===== src/rtl/oam_dma.sv =====
// Sprite OAM DMA: a CPU write to TRIG_ADDR halts the CPU and copies XFER_LEN
// bytes from page {page,00} to OAM_PORT_ADDR as alternating read/write cycles.
module oam_dma #(
  parameter logic [15:0] TRIG_ADDR     = 16'h4014,
  parameter logic [15:0] OAM_PORT_ADDR = 16'h2004,
  parameter int          XFER_LEN      = 256
) (
  input  logic        MCLK,
  input  logic        reset,
  input  logic        cpu_ce,
  input  logic [15:0] cpu_addr,
  input  logic [7:0]  cpu_dout,
  input  logic        cpu_we,
  output logic        cpu_rdy,
  output logic        dma_active,
  output logic [15:0] dma_addr,
  output logic        dma_rd,
  output logic        dma_we,
  output logic [7:0]  dma_wdata,
  input  logic [7:0]  dma_rdata
);

  typedef enum logic [2:0] {
    S_IDLE  = 3'd0,
    S_HALT  = 3'd1,
    S_ALIGN = 3'd2,
    S_READ  = 3'd3,
    S_WRITE = 3'd4
  } state_t;

  localparam logic [7:0] LAST_CNT = 8'(XFER_LEN - 1);

  state_t      state_q, state_d;
  logic        parity_q, parity_d;
  logic [7:0]  page_q, page_d;
  logic [7:0]  cnt_q, cnt_d;
  logic        cpu_rdy_q, cpu_rdy_d;
  logic        dma_active_q, dma_active_d;
  logic        dma_rd_q, dma_rd_d;
  logic        dma_we_q, dma_we_d;
  logic [15:0] dma_addr_q, dma_addr_d;
  logic [7:0]  dma_wdata_q, dma_wdata_d;

  always_comb begin
    state_d      = state_q;
    parity_d     = parity_q;
    page_d       = page_q;
    cnt_d        = cnt_q;
    cpu_rdy_d    = cpu_rdy_q;
    dma_active_d = dma_active_q;
    dma_rd_d     = dma_rd_q;
    dma_we_d     = dma_we_q;
    dma_addr_d   = dma_addr_q;
    dma_wdata_d  = dma_wdata_q;

    if (cpu_ce) begin
      parity_d = ~parity_q;

      case (state_q)
        S_IDLE: begin
          if (cpu_we && (cpu_addr == TRIG_ADDR)) begin
            page_d  = cpu_dout;
            cnt_d   = 8'd0;
            state_d = S_HALT;
          end
        end
        // The cycle after HALT has parity ~parity_q; reads must land on get (0) cycles.
        S_HALT:  state_d = parity_q ? S_READ : S_ALIGN;
        S_ALIGN: state_d = S_READ;
        S_READ: begin
          dma_wdata_d = dma_rdata;
          state_d     = S_WRITE;
        end
        S_WRITE: begin
          cnt_d   = cnt_q + 8'd1;
          state_d = (cnt_q == LAST_CNT) ? S_IDLE : S_READ;
        end
        default: state_d = S_IDLE;
      endcase

      // Outputs are registered from the next state so they hold for the whole cycle.
      cpu_rdy_d    = 1'b0;
      dma_active_d = 1'b1;
      dma_rd_d     = 1'b0;
      dma_we_d     = 1'b0;
      dma_addr_d   = 16'h0000;
      case (state_d)
        S_IDLE: begin
          cpu_rdy_d    = 1'b1;
          dma_active_d = 1'b0;
        end
        S_READ: begin
          dma_rd_d   = 1'b1;
          dma_addr_d = {page_d, cnt_d};
        end
        S_WRITE: begin
          dma_we_d   = 1'b1;
          dma_addr_d = OAM_PORT_ADDR;
        end
        default: ;
      endcase
    end
  end

  always_ff @(posedge MCLK or posedge reset) begin
    if (reset) begin
      state_q      <= S_IDLE;
      parity_q     <= 1'b0;
      page_q       <= 8'h00;
      cnt_q        <= 8'h00;
      cpu_rdy_q    <= 1'b1;
      dma_active_q <= 1'b0;
      dma_rd_q     <= 1'b0;
      dma_we_q     <= 1'b0;
      dma_addr_q   <= 16'h0000;
      dma_wdata_q  <= 8'h00;
    end else begin
      state_q      <= state_d;
      parity_q     <= parity_d;
      page_q       <= page_d;
      cnt_q        <= cnt_d;
      cpu_rdy_q    <= cpu_rdy_d;
      dma_active_q <= dma_active_d;
      dma_rd_q     <= dma_rd_d;
      dma_we_q     <= dma_we_d;
      dma_addr_q   <= dma_addr_d;
      dma_wdata_q  <= dma_wdata_d;
    end
  end

  assign cpu_rdy    = cpu_rdy_q;
  assign dma_active = dma_active_q;
  assign dma_rd     = dma_rd_q;
  assign dma_we     = dma_we_q;
  assign dma_addr   = dma_addr_q;
  assign dma_wdata  = dma_wdata_q;

endmodule


===== config.mk =====
export PLATFORM = sky130hd
export DESIGN_NAME = oam_dma
export DESIGN_NICKNAME = d
export VERILOG_FILES = /design/src/rtl/oam_dma.sv
export SDC_FILE = /design/constraint.sdc
export NUM_CORES = 1
export LEC_CHECK = 0
export BUFFER_PORTS_ARGS = -buffer_cell sky130_fd_sc_hd__buf_2
export CAP_MARGIN = 20
export CORE_MARGIN = 2
export CORE_UTILIZATION = 38
export DETAILED_ROUTE_END_ITERATION = 8
export PLACE_DENSITY = 0.68
export SETUP_SLACK_MARGIN = 0.5
export SLEW_MARGIN = 20
export SYNTH_ARGS = -nofsm -noshare
export SYNTH_HDL_FRONTEND = slang
export SYNTH_SLANG_ARGS = --single-unit

===== constraint.sdc =====
create_clock -name MCLK -period 2.84 [get_ports MCLK]
set_input_delay 0.568 -clock MCLK [delete_from_list [all_inputs] [get_ports MCLK]]
set_output_delay 0.568 -clock MCLK [all_outputs]
set_load 0.03 [all_outputs]

* Word-level counts from Yosys, hierarchy flattened
Index checks and enable logic that the tools add are counted.
** Word-level totals
- Flip-flop bits (word level) :: 48
- Input bits :: 36
** Operators by class
- Add/subtract/negate cells :: 1
- Equal/unequal tests :: 8
- Muxes and demuxes :: 14
- Bitwise operators :: 1
- Reductions and logical operators :: 4
** Operator list (count)
- $pmux 16 s2 :: 1
- $mux 8 :: 3
- $eq 16x15->1 const B :: 1
- $pmux 8 s2 :: 1
- $pmux 3 s5 :: 1
- $eq 3x2->1 const B :: 3
- $add 8x1->8 const B :: 1
- $eq 8x8->1 const B :: 1
- $eq 3x3->1 const B :: 2
- $logic_not 3->1 :: 2
- $mux 3 :: 2
- $mux 1 :: 5
- $eq 3x1->1 const B :: 1
- $mux 2 :: 1
- $reduce_and 2->1 :: 1
- $logic_and 1x1->1 :: 1
- $not 1->1 :: 1

* Logic depth before layout (Yosys ltp)
Gate-level depths: netlist of the first run.
- Depth after elaboration :: 7
- Depth in mapped cells :: 7
- Gate-level depth less buffers :: 5

* Worst setup path before layout of the first run
No wires, ideal clock.
- Kind :: input to register
- Start point :: input cpu_addr[0]
- End point :: register page_q[0]
- Library setup time :: 125 ps
- Arrival time :: 1959 ps
- Data required time :: 2715 ps
- Path slack :: 756 ps
- Stages on the path :: 5
- Buffers on the path :: 1
- Cell sequence :: nor4b_1 > and3_1 > clkbuf_1 > nand3_1 > mux2_2
** On the way
- Word-level cells in the longest chain between the ends :: 4
** Ends and longest elaborated chain
- from (decl) :: RTL line 11 : input logic [15:0] cpu_addr,
- $eq 16x15->1 :: RTL line 61 : if (cpu_we && (cpu_addr == TRIG_ADDR)) begin
- $logic_and 1x1->1 :: RTL line 61
- $mux 8 :: RTL line 61
- $mux 8 :: RTL line 59 : case (state_q)
- to (signal assigned) :: RTL line 120 : page_q <= page_d;
- to (decl) :: RTL line 35 : logic [7:0] page_q, page_d;
Every way passes these cells.
A chain may end at the register's enable or synchronous reset.

* Final worst setup path of the first run
- Start point :: register cnt_q[1]
- End point :: register dma_addr_q[2] (netlist: dma_addr[2])
** On the way
- Word-level cells in the longest chain between the ends :: 6
- Elaborated cells on any way between the ends :: 9
** Ends and longest elaborated chain
- from (decl) :: RTL line 36 : logic [7:0] cnt_q, cnt_d;
- from (signal assigned) :: RTL line 121 : cnt_q <= cnt_d;
- $eq 8x8->1 :: RTL line 76 : state_d = (cnt_q == LAST_CNT) ? S_IDLE : S_READ;
- $mux 2 :: RTL line 76
- $pmux 3 s5 :: RTL line 59
- $mux 3 :: RTL line 56 : if (cpu_ce) begin
- $eq 3x3->1 / $eq 3x2->1 (equally long branches) :: RTL line 87 : case (state_d)
- $pmux 16 s2 (*) :: RTL line 87
- to (signal assigned) :: RTL line 126 : dma_addr_q <= dma_addr_d;
- to (decl) :: RTL line 41 : logic [15:0] dma_addr_q, dma_addr_d;
Mark *: on every way between the ends. The rest lies on a longest branch, timed or not. The select of a mux whose other input is x is not followed.

==> reports/qor.tcl, run 1 <==
set qor(skew_final_ps) 4.18
set qor(via_count) 1890
set qor(avgRoutedWirePerCell_um) 15.0
set qor(max_slew_headroom_pct) 41.7
set qor(start_util_pct) 38.9
set qor(worst_hold_path_type) {input pin to asynchronous set/reset pin}
set qor(die_width_um) 81.4
set qor(total_count_of_max_transition_violations_in_the_final_report) 0
set qor(grt_start_max_net_pins) 27
set qor(leakage_nw) 1.30
set qor(slowest_delay_ps) 720
set qor(first_global_vias) 1733
set qor(number_of_setup_violations_in_the_final_report) 0
set qor(ys_dominant_reg_cell) {sky130_fd_sc_hd__dfrtp_1}
set qor(clkSlewWorstSetupHoldPaths_ps) 90
set qor(fmaxAchievable_ghz) 0.476
set qor(multiInputGateArea_um2) 982
set qor(total_power_mw) 2.42
set qor(final_min_period_over_clock_period_pct) 73.9
set qor(dr.pass1.iters) 4
set qor(routed_via_density) 5.40
set qor(final_cell_count_no_fill) 350
set qor(holdWs_ps) 276
set qor(floorplan.die_area_um2) 6620
set qor(timing.critical_path.buf_inv) 0
set qor(placedInstanceArea_um2) 2640
set qor(cts_buffer_depth) 2
set qor(postSynthNetCount) 251
set qor(tritoncts.num_buffers) 5
set qor(synth-async-reset-ratio_pct) 100
set qor(synthTopCellsByArea) {sky130_fd_sc_hd__dfrtp_1 (52%), sky130_fd_sc_hd__mux2_2 (7.9%), sky130_fd_sc_hd__o21ai_0 (3.5%), sky130_fd_sc_hd__nor2_1 (3.0%), sky130_fd_sc_hd__a211oi_1 (2.3%)}
set qor(dp.cells) 342
set qor(finalSetupTns_ps) 0
set qor(run_status) {finished, final reports clean}
set qor(global_route_wire_length_before_repair_um) 8510
set qor(worst-r2r-cell-count) 5
set qor(antennaDiodeCount) 0
set qor(worstSetupEndpointType) {register}
set qor(gr-total-overflow) 0
set qor(capture_instance_of_the_worst_register_to_register_path) {dma_addr[2]}
set qor(overall_fraction_of_global_route_tracks_in_use_pct) 16.8
set qor(tritoncts_clock_tree) {built}
set qor(gp_congestion) 0.846
set qor(synth.largest_area_cell) {sky130_fd_sc_hd__dfrtp_1}
set qor(route.final.wire_length_um) 5270
set qor(fin_area_um2) 2740
set qor(path_class) {register to register}
set qor(worst-slew-pin-transition_ps) 866
set qor(cts.root.buffer_cell) {sky130_fd_sc_hd__clkbuf_8}
set qor(post_route_cells_drive_above_1_share_pct) 35.3
set qor(portBuffers) 63
set qor(nNetsFinal) 311
set qor(cp_cell_sequence) {ha_1, nand3_1, o21a_1, o21ai_0, o211ai_1}
set qor(die_height_um) 81.4
set qor(ctsHtreeMaxLevel) 2
set qor(area_growth_pct) 20.4
set qor(syn-instance-count) 214
set qor(proportion_of_netlist_area_held_by_the_largest_area_contributor_pct) 51.7
set qor(post-route-min-period_ps) 2100
set qor(yosysSeqAreaShare_pct) 52.9
set qor(avgSynthCellArea_um2) 10.6
set qor(fillerInstances) 554
set qor(critPathTopFamily) {compound AO/OA/AOI/OAI gates}
set qor(row_count) 28
set qor(yosys.cell_count.top_type) {sky130_fd_sc_hd__dfrtp_1}
set qor(synth.ff_latch_count) 48
set qor(fin_ws_ps) 740
set qor(post_cts_hold_buffer_count) 0
set qor(critPathSlowestCell) {sky130_fd_sc_hd__o21ai_0}
set qor(worst_ep_required_time_ps) 2990
set qor(timing.critical_path.arrival_ps) 2250
set qor(worst_flop_to_flop_path_startpoint) {cnt_q[1]}
set qor(final_util_pct) 46.8
set qor(yosys-top-cells-count) {sky130_fd_sc_hd__dfrtp_1 (47), sky130_fd_sc_hd__nor2_1 (18), sky130_fd_sc_hd__mux2_2 (16), sky130_fd_sc_hd__o21ai_0 (16), sky130_fd_sc_hd__nand2_1 (13)}
set qor(critical_path.startpoint_type) {register}
set qor(post_synth_num_cell_types) 45
set qor(ant_nets) 0
set qor(synth_enable_flop_cells) 0
set qor(number_of_antenna_violations_at_the_first_check_in_global_routing) 0
set qor(syn_area_um2) 2270
set qor(cap_violations) 0
set qor(timing.critical_path.fanout_max) 6
set qor(design.core.area_um2) 5850
set qor(i_o_pins) 64
set qor(setup_repair_after_global_routing_missed_its_margin) {no}
set qor(ir_worst_vdd_mv) 0.462
set qor(postCtsSetupBuffers) 0
set qor(drt_iter0_drc) 152
set qor(drt_drc_violations_left) 0
set qor(ys_warn_count) 0
set qor(cts_num_sinks) 48
set qor(dpl_worst_slack_ps) 492
set qor(worstSkewPairLatency_ps) 300
set qor(register_area_um2) 1200
set qor(timing.reg2reg.setup_slack_ps) 740
set qor(report.final.hold_viol_count) 0
set qor(hpwl_um) 3680
set qor(power.density_cell_area_nw_per_um2) 882
## area by class of cell
class	count	share of cell area, %
repair buffers	67	12.6
clock buffers	7	2.79
flip-flops and latches	48	43.9
well taps	75	3.43
inverters	9	1.23
clock inverters	1	0.183
multi-input cells	143	35.9
## per-layer routing
| metal | global-route usage (%) | part of all wire (%) |
|---|---|---|
| met1 | 22.6 | 43 |
| met4 | 6.10 | 1.5 |
| met3 | 4.44 | 6.1 |
| met2 | 26.2 | 50 |
| met5 | 0 | 0 |
## sequential cells by signal, summed over array words and instances, names as in the netlist
| register | cells |
|---|---|
| dma_addr | 16 |
| dma_we | 1 |
| dma_active | 1 |
| cnt_q | 8 |
| page_q | 8 |
| cpu_rdy | 1 |
| dma_wdata | 8 |
| parity_q | 1 |
| state_q | 3 |
| dma_rd | 1 |
## kinds of logic (layout without fill, tap and decap cells)
kind of cell,count (synthesis),in the layout,synth area share [%]
AND/OR/NAND/NOR,63,63,14.4
AO/OA/AOI/OAI,57,57,17.3
flip-flops,48,48,52.9
buffers and inverters,23,84,4.62
multiplexers,17,17,8.36
XOR/XNOR,5,5,1.93
adder cells (fa/ha/maj),1,1,0.550
## repair_timing
item,CTS,global route
hold endpoints to repair,0,0
endpoints found under the setup margin,0,9
resized for setup,0,2
## placed cells by master, fill, tap and decap left out, types with 2 or more instances in the layout
cell type                   synthesis  final
sky130_fd_sc_hd__xor2_1             2      2
sky130_fd_sc_hd__o221ai_1           4      4
sky130_fd_sc_hd__nand2_1           13     13
sky130_fd_sc_hd__o21ai_0           16     16
sky130_fd_sc_hd__nor3b_1            3      2
sky130_fd_sc_hd__nor4_1             2      2
sky130_fd_sc_hd__and3_1             2      2
sky130_fd_sc_hd__o31ai_1            2      2
sky130_fd_sc_hd__a21boi_0           2      2
sky130_fd_sc_hd__clkbuf_1           8      2
sky130_fd_sc_hd__xnor2_1            3      3
sky130_fd_sc_hd__or3_1              3      3
sky130_fd_sc_hd__inv_1              8      7
sky130_fd_sc_hd__buf_2              3     63
sky130_fd_sc_hd__o211ai_1           6      6
sky130_fd_sc_hd__a31oi_1            8      8
sky130_fd_sc_hd__clkbuf_8           0      5
sky130_fd_sc_hd__a21oi_1            2      2
sky130_fd_sc_hd__nand4_1            2      2
sky130_fd_sc_hd__dfrtp_1           47     47
sky130_fd_sc_hd__a211oi_1           7      7
sky130_fd_sc_hd__nand3_1           10      9
sky130_fd_sc_hd__nor2_1            18     18
sky130_fd_sc_hd__o2bb2ai_1          4      4
sky130_fd_sc_hd__mux2_2            16     16
sky130_fd_sc_hd__buf_4              0      4
## how the worst max path moves through the flow
stage | slack (ps) | startpoint | cells after the start | end
2_1_floorplan | 760 | cpu_addr[0] | 5 | page_q[0]
3_3_place_gp | 490 | cpu_addr[10] | 5 | page_q[0]
3_5_place_dp | 490 | cpu_addr[10] | 5 | page_q[5]
4_1_cts | 620 | state_q[1] | 4 | page_q[5]
5_1_grt | 500 | state_q[1] | 4 | cnt_q[5]
6_report | 740 | cnt_q[1] | 5 | dma_addr[2]
## power breakdown
group	internal, mW	switching, mW	total [mW]
combinational	0.336	0.645	0.981
clock	0.173	0.225	0.399
sequential	0.889	0.147	1.04
Power figures use the tool's default switching activity.
==> inputs of run 2 (changes only) <==
Settings changed: ABC_AREA set to 1.
Clock period 2.84 ns to 2.1 ns, I/O delays scaled along.
==> run 2 against run 1 <==
Effect of this change:
- clock-buffer cell count down 2
- wire length grew 9.7%
- critical endpoint is now page_q[6]
- critical path type unchanged
- sequential share of layout area down 4.7 points
- setup slack worse by 180 ps
- synthesized cell count grew 38%
- die area grew 8.5%
- power increased by 60%
- clock skew about the same
==> reports/qor.tcl, run 2 <==
set qor(routed_via_density) 4.98 ;# was 5.40
set qor(fin_area_um2) 3070 ;# was 2740 µm²
set qor(timing.critical_path.arrival_ps) 1760 ;# was 2250 ps
set qor(holdWs_ps) 248 ;# was 276 ps
set qor(max_slew_headroom_pct) 47.8 ;# was 41.7%
set qor(via_count) 2210 ;# was 1890
set qor(final_cell_count_no_fill) 444 ;# was 350
set qor(ctsHtreeMaxLevel) 2 ;# unchanged
set qor(portBuffers) 63 ;# unchanged
set qor(worst-r2r-cell-count) 7 ;# was 5
set qor(avgSynthCellArea_um2) 8.37 ;# was 10.6 µm²
set qor(critPathTopFamily) {simple AND/OR/NAND/NOR gates} ;# was compound AO/OA/AOI/OAI gates
set qor(number_of_setup_violations_in_the_final_report) 0 ;# unchanged
set qor(timing.reg2reg.setup_slack_ps) 560 ;# was 740 ps
set qor(ys_dominant_reg_cell) {sky130_fd_sc_hd__dfrtp_1} ;# unchanged
set qor(fmaxAchievable_ghz) 0.650 ;# was 0.476 GHz
set qor(avgRoutedWirePerCell_um) 13.0 ;# was 15.0 µm
set qor(grt_start_max_net_pins) 49 ;# was 27
set qor(worst_ep_required_time_ps) 2330 ;# was 2990 ps
set qor(overall_fraction_of_global_route_tracks_in_use_pct) 16.3 ;# was 16.8%
set qor(drt_drc_violations_left) 0 ;# unchanged
set qor(area_growth_pct) 23.7 ;# was 20.4%
set qor(synthTopCellsByArea) {sky130_fd_sc_hd__dfrtp_1 (47%), sky130_fd_sc_hd__nand2_1 (12%), sky130_fd_sc_hd__inv_1 (5.5%), sky130_fd_sc_hd__nand4_1 (4.8%), sky130_fd_sc_hd__nand3_1 (4.2%)} ;# was sky130_fd_sc_hd__dfrtp_1 (52%), sky130_fd_sc_hd__mux2_2 (7.9%), sky130_fd_sc_hd__o21ai_0 (3.5%), sky130_fd_sc_hd__nor2_1 (3.0%), sky130_fd_sc_hd__a211oi_1 (2.3%)
set qor(setup_repair_after_global_routing_missed_its_margin) {yes} ;# was no
set qor(synth_enable_flop_cells) 0 ;# unchanged
set qor(cts.root.buffer_cell) {sky130_fd_sc_hd__clkbuf_8} ;# unchanged
set qor(p_int_mw) 2.22 ;# was 1.40 mW
set qor(total_power_mw) 3.86 ;# was 2.42 mW
set qor(worstSkewPairLatency_ps) 300 ;# about the same
set qor(slowest_delay_ps) 460 ;# was 720 ps
set qor(gp_congestion) 0.847 ;# was 0.846
set qor(ys_warn_count) 0 ;# unchanged
set qor(die_width_um) 84.8 ;# was 81.4 µm
set qor(ant_nets) 0 ;# unchanged
set qor(worstSetupEndpointType) {register} ;# unchanged
set qor(power.share.sequential_pct) 38.4 ;# was 42.9%
set qor(largest_reg_flops) 16 ;# unchanged
set qor(worst-slew-pin-transition_ps) 783 ;# was 866 ps
set qor(post_route_cells_drive_above_1_share_pct) 31.1 ;# was 35.3%
set qor(fillerInstances) 645 ;# was 554
set qor(cap_violations) 0 ;# unchanged
set qor(syn_area_um2) 2480 ;# was 2270 µm²
set qor(path_class) {register to register} ;# unchanged
set qor(syn-instance-count) 296 ;# was 214
set qor(critical_path.startpoint_type) {register} ;# unchanged
set qor(hpwl_um) 3830 ;# was 3680 µm
set qor(pwr-share-clk_pct) 18.1 ;# was 16.5%
set qor(critPathSlowestCell) {sky130_fd_sc_hd__dfrtp_2} ;# was sky130_fd_sc_hd__o21ai_0
set qor(yosys-top-cells-count) {sky130_fd_sc_hd__nand2_1 (80), sky130_fd_sc_hd__dfrtp_1 (47), sky130_fd_sc_hd__inv_1 (36), sky130_fd_sc_hd__nor2_1 (24), sky130_fd_sc_hd__nand3_1 (21)} ;# was sky130_fd_sc_hd__dfrtp_1 (47), sky130_fd_sc_hd__nor2_1 (18), sky130_fd_sc_hd__mux2_2 (16), sky130_fd_sc_hd__o21ai_0 (16), sky130_fd_sc_hd__nand2_1 (13)
set qor(nNetsFinal) 403 ;# was 311
set qor(design.core.area_um2) 6310 ;# was 5850 µm²
set qor(tritoncts_clock_tree) {built} ;# unchanged
set qor(proportion_of_netlist_area_held_by_the_largest_area_contributor_pct) 47.5 ;# was 51.7%
set qor(share_comb_of_total_power_pct) 43.5 ;# was 40.6%
set qor(clkSlewWorstSetupHoldPaths_ps) 90 ;# about the same
set qor(ir_worst_vdd_mv) 0.807 ;# was 0.462 mV
set qor(total_count_of_max_transition_violations_in_the_final_report) 0 ;# unchanged
set qor(global_route_wire_length_before_repair_um) 9490 ;# was 8510 µm
set qor(maxUsedRoutingLayer) {met4} ;# unchanged
set qor(placedInstanceArea_um2) 2840 ;# was 2640 µm²
set qor(routedLengthMet1_um) 2560 ;# was 2250 µm
set qor(first_global_vias) 2181 ;# was 1733
set qor(postSynthNetCount) 333 ;# was 251
set qor(yosys.cell_count.top_type) {sky130_fd_sc_hd__nand2_1} ;# was sky130_fd_sc_hd__dfrtp_1
set qor(gr-total-overflow) 0 ;# unchanged
set qor(net-switching-power_mw) 1.64 ;# was 1.02 mW
set qor(dp.cells) 429 ;# was 342
set qor(layout_commonest_cell) {sky130_fd_sc_hd__nand2_1} ;# was sky130_fd_sc_hd__buf_2
set qor(cts_num_sinks) 48 ;# unchanged
set qor(timing.critical_path.fanout_max) 6 ;# unchanged
set qor(power.density_cell_area_nw_per_um2) 1260 ;# was 882 nW/µm²
set qor(route.final.wire_length_um) 5780 ;# was 5270 µm
set qor(synth.ff_latch_count) 48 ;# unchanged
set qor(met3WireLength_um) 282 ;# was 321 µm
set qor(floorplan.die_area_um2) 7190 ;# was 6620 µm²
set qor(synth.largest_area_cell) {sky130_fd_sc_hd__dfrtp_1} ;# unchanged
set qor(capture_instance_of_the_worst_register_to_register_path) {page_q[6]} ;# was dma_addr[2]
set qor(die_height_um) 84.8 ;# was 81.4 µm
set qor(report.final.hold_viol_count) 0 ;# unchanged
set qor(worst_flop_to_flop_path_startpoint) {state_q[1]} ;# was cnt_q[1]
set qor(fin_ws_ps) 561 ;# was 740 ps
set qor(cp_cell_sequence) {nor2_4, inv_1, nor2_2, nand4_2, nand2_1, nand3_1, o21ai_0} ;# was ha_1, nand3_1, o21a_1, o21ai_0, o211ai_1
set qor(drt_iter0_drc) 146 ;# was 152
set qor(final_min_period_over_clock_period_pct) 73.3 ;# was 73.9%
set qor(yosysSeqAreaShare_pct) 48.5 ;# was 52.9%
set qor(timing.critical_path.buf_inv) 1 ;# was 0
set qor(start_util_pct) 39.3 ;# was 38.9%
set qor(dr.pass1.iters) 4 ;# unchanged
set qor(skew_final_ps) 4.37 ;# was 4.18 ps
set qor(leakage_nw) 1.66 ;# was 1.30 nW
set qor(i_o_pins) 64 ;# unchanged
set qor(number_of_antenna_violations_at_the_first_check_in_global_routing) 0 ;# unchanged
set qor(cts_buffer_depth) 2 ;# unchanged
set qor(post_synth_num_cell_types) 33 ;# was 45
set qor(synth-async-reset-ratio_pct) 100 ;# unchanged
set qor(row_count) 29 ;# was 28
set qor(run_status) {finished, final reports clean} ;# unchanged
set qor(post-route-min-period_ps) 1540 ;# was 2100 ps
set qor(tritoncts.num_buffers) 5 ;# unchanged
set qor(dpl_worst_slack_ps) 348 ;# was 492 ps
set qor(antennaDiodeCount) 0 ;# unchanged
set qor(layout_common_cells) {sky130_fd_sc_hd__nand2_1 (80), sky130_fd_sc_hd__buf_2 (63), sky130_fd_sc_hd__dfrtp_1 (46)} ;# was sky130_fd_sc_hd__buf_2 (63), sky130_fd_sc_hd__dfrtp_1 (47), sky130_fd_sc_hd__nor2_1 (18)
set qor(power_switching_share_pct) 42.5 ;# was 42.1%
set qor(worst_hold_path_type) {input pin to asynchronous set/reset pin} ;# unchanged
set qor(detailroute.wirelength.met2_um) 2870 ;# was 2620 µm
set qor(finalSetupTns_ps) 0 ;# unchanged
set qor(final_util_pct) 48.6 ;# was 46.8%
[run 2: how the worst max path moves through the flow]
| stage | depth (start not counted) | slack [ps] | from | to |
|---|---|---|---|---|
| 6_report | 7 | 560 | state_q[1] | page_q[6] |
| 3_5_place_dp | 6 | 350 | cpu_addr[5] | cnt_q[5] |
| 3_3_place_gp | 5 | 380 | cpu_ce | dma_addr[1] |
| 4_1_cts | 7 | 480 | state_q[1] | page_q[2] |
| 2_1_floorplan | 1 | 540 | reset | cnt_q[0] |
| 5_1_grt | 7 | 480 | state_q[1] | page_q[7] |
[run 2: metal layers]
metal  global-route usage, %  vias to the layer above
met5                       0                        -
met4                    4.76                        0
met3                    3.24                        7
met2                    29.7                       64
met1                    19.4                     1037
li1                        -                     1102
[run 2: cells by family (layout without fill, tap and decap cells)]
family / count (synthesis) / count (layout) / share of synthesized area (%)
adder cells (fa/ha/maj): 1 / 1 / 0.505
XOR/XNOR: 4 / 4 / 1.41
AO/OA/AOI/OAI: 28 / 28 / 6.16
AND/OR/NAND/NOR: 159 / 161 / 29.8
buffers and inverters: 48 / 117 / 9.04
flip-flops: 48 / 48 / 48.5
multiplexers: 8 / 8 / 4.54
[run 2: power groups by stage]
stage | logic, mW | registers [mW] | clock network (mW)
6_report | 1.68 | 1.48 | 0.697
5_1_grt | 1.86 | 1.53 | 0.751
4_1_cts | 1.63 | 1.47 | 0.717
3_5_place_dp | 1.59 | 1.47 | 0
3_3_place_gp | 1.57 | 1.47 | 0
2_1_floorplan | 0.786 | 1.85 | 0
[run 2: what timing repair did]
| item | 4_1_cts | 5_1_grt |
|---|---|---|
| pin swaps | 1 | 6 |
| gates cloned | 0 | 2 |
| hold buffers | 0 | 0 |
| endpoints found under the setup margin | 26 | 31 |
| gates resized for setup | 3 | 9 |
| buffers inserted | 2 | 3 |
[run 2: final cells by class]
class | count | area (µm²) | area share (%)
clock buffers | 5 | 68.8 | 2.24
well taps | 77 | 96.3 | 3.14
flip-flops and latches | 48 | 1200 | 39.2
clock inverters | 3 | 47.5 | 1.55
multi-input cells | 202 | 1120 | 36.6
inverters | 37 | 145 | 4.73
repair buffers | 72 | 383 | 12.5
[run 2: worst reg2reg max path, delay by kind of cell, from the launching register on]
family	cells	cell delay (ps)
compound gates	1	80
buf+inv	1	60
flops	1	460
simple gates	5	850
